<file path="src/rtl/om_range_builder.sv">
// Front-end sequencer for the overflow-monitor range buffer: pairs BASE/SIZE events
// into validated inclusive ranges, issues write/clear strobes and tracks buffer occupancy.
module om_range_builder #(
    parameter int SIZE = 32
) (
    input  logic                     clk_i,
    input  logic                     rst_i,
    input  logic                     evt_valid_i,
    output logic                     evt_ready_o,
    input  logic [1:0]               evt_kind_i,
    input  logic [31:0]              evt_data_i,
    output logic                     en_write_o,
    output logic [31:0]              addr_first_o,
    output logic [31:0]              addr_last_o,
    output logic                     clear_o,
    output logic [$clog2(SIZE):0]    live_cnt_o,
    output logic                     wrap_o,
    output logic                     err_seq_o,
    output logic                     err_size_o
);

    localparam int CW = $clog2(SIZE) + 1;
    localparam logic [CW-1:0] CNT_MAX = CW'(SIZE);

    typedef enum logic [1:0] {
        IDLE      = 2'd0,
        HAVE_BASE = 2'd1,
        WRITE     = 2'd2,
        CLEAR     = 2'd3
    } state_t;

    state_t        state_r;
    state_t        state_s;
    logic [31:0]   base_r;
    logic          accept_s;
    logic          base_load_s;
    logic          addr_load_s;
    logic          err_seq_s;
    logic          err_size_s;
    logic [32:0]   sum_s;
    logic          size_bad_s;

    // Ready is a function of state alone, forced low while reset is asserted
    assign evt_ready_o = ~rst_i & ((state_r == IDLE) | (state_r == HAVE_BASE));
    assign accept_s    = evt_valid_i & evt_ready_o;

    // One extra bit so a range ending exactly at 0xFFFFFFFF is told apart from overflow
    assign sum_s      = {1'b0, base_r} + {1'b0, evt_data_i};
    assign size_bad_s = (evt_data_i == 32'd0) | (sum_s > 33'h1_0000_0000);

    // Next-state and event decode
    always_comb begin
        state_s     = state_r;
        base_load_s = 1'b0;
        addr_load_s = 1'b0;
        err_seq_s   = 1'b0;
        err_size_s  = 1'b0;
        case (state_r)
            IDLE, HAVE_BASE: begin
                if (accept_s) begin
                    case (evt_kind_i)
                        2'b00: begin
                            base_load_s = 1'b1;
                            err_seq_s   = (state_r == HAVE_BASE);
                            state_s     = HAVE_BASE;
                        end
                        2'b01: begin
                            if (state_r == IDLE) begin
                                err_seq_s = 1'b1;
                            end else if (size_bad_s) begin
                                err_size_s = 1'b1;
                                state_s    = IDLE;
                            end else begin
                                addr_load_s = 1'b1;
                                state_s     = WRITE;
                            end
                        end
                        2'b10: begin
                            state_s = CLEAR;
                        end
                        default: begin
                            err_seq_s = 1'b1;
                        end
                    endcase
                end else begin
                    state_s = state_r;
                end
            end
            WRITE:   state_s = IDLE;
            CLEAR:   state_s = IDLE;
            default: state_s = IDLE;
        endcase
    end

    // State, strobes, address outputs and occupancy tracking
    always_ff @(posedge clk_i) begin
        if (rst_i) begin
            state_r      <= IDLE;
            base_r       <= 32'd0;
            en_write_o   <= 1'b0;
            clear_o      <= 1'b0;
            err_seq_o    <= 1'b0;
            err_size_o   <= 1'b0;
            addr_first_o <= 32'd0;
            addr_last_o  <= 32'd0;
            live_cnt_o   <= '0;
            wrap_o       <= 1'b0;
        end else begin
            state_r    <= state_s;
            en_write_o <= (state_s == WRITE);
            clear_o    <= (state_s == CLEAR);
            err_seq_o  <= err_seq_s;
            err_size_o <= err_size_s;
            if (base_load_s) begin
                base_r <= evt_data_i;
            end
            if (addr_load_s) begin
                addr_first_o <= base_r;
                addr_last_o  <= sum_s[31:0] - 32'd1;
            end
            if (state_r == WRITE) begin
                if (live_cnt_o == CNT_MAX) begin
                    wrap_o <= 1'b1;
                end else begin
                    live_cnt_o <= live_cnt_o + {{(CW-1){1'b0}}, 1'b1};
                end
            end else if (state_r == CLEAR) begin
                live_cnt_o <= '0;
                wrap_o     <= 1'b0;
            end
        end
    end

endmodule
</file>
<file path="config.mk">
export PLATFORM = sky130hd
export DESIGN_NAME = om_range_builder
export DESIGN_NICKNAME = d
export VERILOG_FILES = /design/src/rtl/om_range_builder.sv
export SDC_FILE = /design/constraint.sdc
export NUM_CORES = 1
export LEC_CHECK = 0
export ABC_AREA = 1
export ABC_CLOCK_PERIOD_IN_PS = 7960
export BUFFER_PORTS_ARGS = -buffer_cell sky130_fd_sc_hd__buf_2
export CAP_MARGIN = 20
export CORE_UTILIZATION = 55
export CTS_BUF_LIST = sky130_fd_sc_hd__clkbuf_8
export DETAILED_ROUTE_END_ITERATION = 6
export HOLD_SLACK_MARGIN = 0.12
export PLACE_DENSITY = 0.8
export REMOVE_ABC_BUFFERS = 1
export SLEW_MARGIN = 20
export SYNTH_ARGS = -nofsm -noshare
export SYNTH_HDL_FRONTEND = slang
export SYNTH_SLANG_ARGS = --single-unit
</file>
<file path="constraint.sdc">
create_clock -name clk_i -period 7.96 [get_ports clk_i]
set_input_delay 0.398 -clock clk_i [delete_from_list [all_inputs] [get_ports clk_i]]
set_output_delay 0.398 -clock clk_i [all_outputs]
set_load 0.03 [all_outputs]
</file>
==> results.json, run 1 <==
{
  "p_leak_uw": 0.00516,
  "setup_slack_ns": 4.22,
  "path_common_cell": "nand2_1",
  "fp-row-count": 43,
  "slew_violations": 0,
  "layout-drive-gt1-share_pct": 10.9,
  "antennaDiodeCount": 0,
  "coreArea_um2": 14100,
  "numCtsBuffers": 9,
  "cp-start-kind": "register",
  "fp.dieH_um": 123,
  "pin_count": 113,
  "synth-main-ff-cell": "dfxtp_1",
  "drc": 0,
  "cpLargestDelayFamily": "simple AND/OR/NAND/NOR gates",
  "io_buffer_count": 112,
  "slew_headroom_pct": 38.6,
  "worstSkewPairLatency_ns": 0.40,
  "cts_sinks": 109,
  "critPathBufInv": 5,
  "seq_area_frac_synth_pct": 26.9,
  "netlist_top_cells_count": "nand2_1 (494), inv_1 (256), nor2_1 (208)",
  "h-tree-depth": 3,
  "post_cts_resized": 0,
  "fin_crit_sh_pct": 47.0,
  "worst-slew-pin-transition_ns": 0.921,
  "start_util_pct": 57.5,
  "grt_overflow": 0,
  "layout.nets": 1607,
  "grt_pass1_wl_mm": 34.0,
  "synthMostInstantiatedCell": "nand2_1",
  "grt_pass1_vias": 7664,
  "cts_buffer_depth": 2,
  "path_max_fanout": 114,
  "root_buffer": "clkbuf_8",
  "post_drt_via_cell_ratio": 4.96,
  "cts_tree": "built",
  "synth_edf_count": 0,
  "p_per_area_nw_per_um2": 134,
  "wire_per_inst_um": 11.7,
  "grtUsageTotal_pct": 27.9,
  "status": "finished, final reports clean",
  "finalWeightedCongestion": 0.932,
  "synth_top_area_share_pct": 26.9,
  "post_cts.repair.setup_buffers": 0,
  "antenna_found_initial": 0,
  "end_kind": "register",
  "hold_violations": 0,
  "fmax_ghz": 0.267,
  "synth_largest_area_cell": "dfxtp_1",
  "crit_arrival_ns": 4.03,
  "dp_hpwl_mm": 15.6,
  "vias": 8527,
  "ys_ff_latch": 109,
  "clk_pin_slew_ns": 0.11,
  "dr.first_iter.drc_count": 564,
  "fillCellCount": 1447,
  "ant_nets": 0,
  "die_w_um": 123,
  "critPathSlowestCell": "buf_6",
  "period_minus_slack_ns": 3.74,
  "syn_area_um2": 8100,
  "yosys_warnings": 0,
  "grt_max_degree": 115,
  "setup_viol": 0,
  "syn_avg_cell_area_um2": 5.63,
  "final_cells": 1719,
  "vdd_ir_drop_max_mv": 0.0782,
  "postCtsHoldBufs": 0,
  "setup_tns_ns": 0,
  "area_growth_pct": 11.2,
  "dp_cells": 1703,
  "critPathKind": "reg -> reg",
  "drtPass1Iterations": 6,
  "cp_data_required_time_ns": 8.25,
  "grt_setup_unrepaired": "no",
  "cp_slowest_stage_delay_ns": 0.56,
  "skew_ns": 0.0167,
  "fp.dieArea_um2": 15200,
  "crit_chain": "ha_1 -> inv_1 -> fa_1 -> inv_1 -> nand2_1 -> nand2_1 -> nand3_1 -> nand2_1 -> nand2_1 -> nand2_1 -> nand2_1 -> nand2_1 -> inv_2 -> nand2_1 -> inv_2 -> nand2_1 -> nor2_1 -> nand3_1 -> nand2_2 -> nand3_4 -> buf_6 -> nand2_1 -> nand2_1 -> nor2_1",
  "syn_inst": 1440,
  "ys_types": 35,
  "synthArstFlopShare_pct": 0,
  "min_path_type": "in -> reg",
  "post-route-util_pct": 63.9,
  "cap_violations": 0,
  "wl_mm": 20.1,
  "synthTopCellsByArea": "dfxtp_1 (27%), nand2_1 (23%), inv_1 (12%)",
  "dpl_worst_slack_ns": 3.88
}
-- placed cells by master (no fill, tap or decap), drive strengths merged --
cell,synthesis,layout
o21bai,3,3
buf,16,115
fa,1,1
nand4,37,37
nand2,496,496
a21boi,1,1
nor2,217,217
ha,35,35
a21oi,57,57
and3,3,3
a211o,1,1
nand3b,4,4
nor3,13,13
nor4,10,10
nand3,73,73
xor2,13,13
xnor2,6,6
and2,4,4
or2,2,2
dfxtp,109,109
clkbuf,16,10
a31oi,1,1
bufinv,0,2
o21ai,40,40
nor3b,2,2
clkinv,5,7
inv,275,277
-- report_power, final --
| group | internal, µW | total (µW) | switching (µW) |
|---|---|---|---|
| clock | 189 | 386 | 198 |
| sequential | 555 | 563 | 7.41 |
| combinational | 80.0 | 259 | 179 |
-- worst paths after layout --
kind                                                     end  slack (ns)  cells after the start              startpoint
worst max register to register  addr_last_o[28]$_SDFFE_PP0P_        4.22                     24  base_r[0]$_SDFFE_PP0P_
worst min-delay path                     wrap_o$_SDFFE_PP0P_        0.21                      2                   rst_i
worst min register to register           wrap_o$_SDFFE_PP0P_        0.47                      2     wrap_o$_SDFFE_PP0P_
worst max-delay path            addr_last_o[28]$_SDFFE_PP0P_        4.22                     24  base_r[0]$_SDFFE_PP0P_
-- logic make-up after synthesis --
logic type | after synthesis | synth area share, %
and+or+nand+nor | 861 | 44.0
buffers and inverters | 312 | 14.8
DFF | 109 | 26.9
AOI/OAI and AO/OA | 103 | 6.55
adders and majority gates | 36 | 5.65
xor gates and xnor gates | 19 | 2.05
-- state kept, by name, indices dropped and copies added, names as in the netlist --
name	cells
addr_first_o	32
addr_last_o	32
base_r	32
clear_o	1
en_write_o	1
err_seq_o	1
err_size_o	1
live_cnt_o	6
state_r	2
wrap_o	1
-- per-stage QoR --
stage               total power, µW  instance area, µm²  hold slack, ns
floorplan                       760                7950           0.443
finish                         1210                9010           0.213
CTS                            1210                9000           0.196
global placement                826                8760           0.451
global route                   1270                9010           0.222
detailed placement              829                8760           0.455
-- cell type report --
class,count,area (µm²),share of cell area (%)
multi-input cells,1019,4730,52.5
flip-flops and latches,109,2180,24.2
inverters,280,1050,11.7
repair buffers,115,587,6.51
well taps,180,225,2.50
clock buffers,10,138,1.53
clock inverters,6,95.1,1.06
-- layer usage --
metal	global-route usage (%)	part of all wire, %	vias to the layer above
met2	46.8	44	209
li1	-	-	4571
met4	10.5	2.2	0
met3	3.14	4.7	28
met1	36.7	49	3719
met5	0	0	-
No activity file was read; power rests on OpenSTA's default activity.
==> inputs of run 2 (changes only) <==
ABC_CLOCK_PERIOD_IN_PS = 3100   (was 7960)
PLACE_DENSITY = 0.83   (was 0.8)
clock period = 3.1 ns   (was 7.96 ns; I/O delays follow)
==> results.json, run 2 (synthesized netlist as in run 1, its figures left out) <==
{
  "status": "finished with violations",
  "violations": "setup timing",
  "layout-drive-gt1-share_pct": 16.5,
  "fp.dieH_um": 123,
  "finalWeightedCongestion": 0.964,
  "area_growth_pct": 21.8,
  "cp_slowest_stage_delay_ns": 0.57,
  "cp_data_required_time_ns": 3.41,
  "end_kind": "register",
  "start_util_pct": 57.5,
  "fp.dieArea_um2": 15200,
  "clkPwrFrac_pct": 27.7,
  "reg_top3": "addr_first_o: 32 flops, addr_last_o: 32 flops, base_r: 32 flops",
  "fmax_ghz": 0.305,
  "multiInputGateArea_um2": 4980,
  "comb_power_share_pct": 24.8,
  "fin_crit_sh_pct": 106,
  "vdd_ir_drop_max_mv": 0.338,
  "setup_slack_ns": -0.176,
  "post-route-util_pct": 70.0,
  "setup_viol": 64,
  "cp-start-kind": "register",
  "grtUsageTotal_pct": 28.1,
  "dr.first_iter.drc_count": 638,
  "drc": 0,
  "antennaDiodeCount": 0,
  "slew_violations": 0,
  "grt_pass1_wl_mm": 34.2,
  "drtPass1Iterations": 6,
  "p_int_uw": 2020,
  "skew_ns": 0.0141,
  "path_max_fanout": 14,
  "worstSkewPairLatency_ns": 0.40,
  "io_buffer_count": 112,
  "cts_tree": "built",
  "switching_share_pct": 33.7,
  "die_w_um": 123,
  "switchingPower_uw": 1030,
  "dpl_worst_slack_ns": 0.0330,
  "grt_setup_unrepaired": "yes",
  "cap_violations": 0,
  "dp_hpwl_mm": 16.1,
  "coreArea_um2": 14100,
  "worst-slew-pin-transition_ns": 0.569,
  "root_buffer": "clkbuf_8",
  "setup_tns_ns": -8.11,
  "clk_pin_slew_ns": 0.11,
  "fin_hold_ws_ns": 0.174,
  "hold_violations": 0,
  "post_drt_via_cell_ratio": 5.06,
  "slew_headroom_pct": 62.1,
  "h-tree-depth": 3,
  "crit_chain": "ha_4 -> inv_2 -> fa_1 -> ha_2 -> inv_2 -> nor2_2 -> nand3_2 -> nor2_4 -> nand3_4 -> nor2_4 -> inv_2 -> nor2_2 -> nand2_1 -> nor2_1 -> nand3_1 -> nand2_2 -> nand3_4 -> clkbuf_16 -> nor2_1 -> nor2_1",
  "final_common_cell": "nand2_1",
  "crit_arrival_ns": 3.58,
  "antenna_found_initial": 0,
  "layout.nets": 1664,
  "pwr-share-seq_pct": 47.5,
  "fillCellCount": 1318,
  "p_leak_uw": 0.00544,
  "wl_mm": 23.4,
  "layout_common_cells": "nand2_1 (457), inv_1 (254), nor2_1 (192)",
  "period_minus_slack_ns": 3.28,
  "numCtsBuffers": 9,
  "fp-row-count": 43,
  "vias": 8982,
  "grt_max_degree": 65,
  "grt_pass1_vias": 7632,
  "pin_count": 113,
  "power_uw": 3050,
  "wire_per_inst_um": 13.2,
  "ant_nets": 0,
  "cts_sinks": 109,
  "min_path_type": "in -> reg",
  "grt_overflow": 0,
  "critPathKind": "reg -> reg",
  "p_per_area_nw_per_um2": 309,
  "critPathSlowestCell": "fa_1",
  "cts_buffer_depth": 2,
  "seq_area_um2": 2180
}
run 2: cell count changes in the layout (fill, tap and decap cells not counted), sizes merged:
cell,before,now
dlygate4sd3,0,34
buf,115,131
clkbuf,10,17
bufinv,2,0
inv,277,278
nand3,73,74
run 2: worst paths after layout:
check | start | endpoint | slack, ns | depth (start not counted)
setup / recovery | base_r[0]$_SDFFE_PP0P_ | addr_first_o[15]$_SDFFE_PP0P_ | -0.18 | 20
hold / removal | evt_data_i[12] | base_r[12]$_SDFFE_PP0P_ | 0.17 | 3
setup reg to reg | base_r[0]$_SDFFE_PP0P_ | addr_first_o[15]$_SDFFE_PP0P_ | -0.18 | 20
hold reg to reg | wrap_o$_SDFFE_PP0P_ | wrap_o$_SDFFE_PP0P_ | 0.47 | 2
run 2: routing by layer:
metal  routed length, µm  global-route usage [%]
met1               10700                    36.5
met2               10900                    48.0
met3                1350                    4.43
met4                 489                    7.83
met5                   0                       0
run 2: layout make-up:
type | count | share of cell area, %
repair buffers | 171 | 12.5
inverters | 280 | 10.7
clock buffers | 11 | 1.53
well taps | 180 | 2.28
multi-input cells | 1020 | 50.5
clock inverters | 5 | 0.355
flip-flops and latches | 109 | 22.1
run 2: per-stage QoR:
stage	instance area, µm²	cells
2_1_floorplan	7950	1408
3_3_place_gp	8840	1710
3_5_place_dp	8840	1710
4_1_cts	9370	1760
5_1_grt	9870	1776
6_report	9870	1776
run 2: repair_timing:
| action | CTS | global route |
|---|---|---|
| setup endpoints to repair | 1 | 68 |
| hold buffers | 34 | 0 |
| buffers inserted | 0 | 6 |
| pin swaps | 0 | 22 |
| hold endpoints to repair | 38 | 0 |
| cloned | 0 | 10 |
| resized for setup | 0 | 86 |
run 2: critical path, delay by kind of cell (launching register included):
family	cells	cell delay, ns
adders and majority gates	3	0.93
buffers and inverters	4	0.43
DFF	1	0.38
and+or+nand+nor	13	1.43
run 2: power groups by stage:
stage,combinational (µW),clock [µW],sequential [µW]
after floorplan,455,0,1500
final,755,845,1450
after global placement,650,0,1480
after CTS,697,859,1450
after global routing,837,906,1450
after detailed placement,659,0,1480
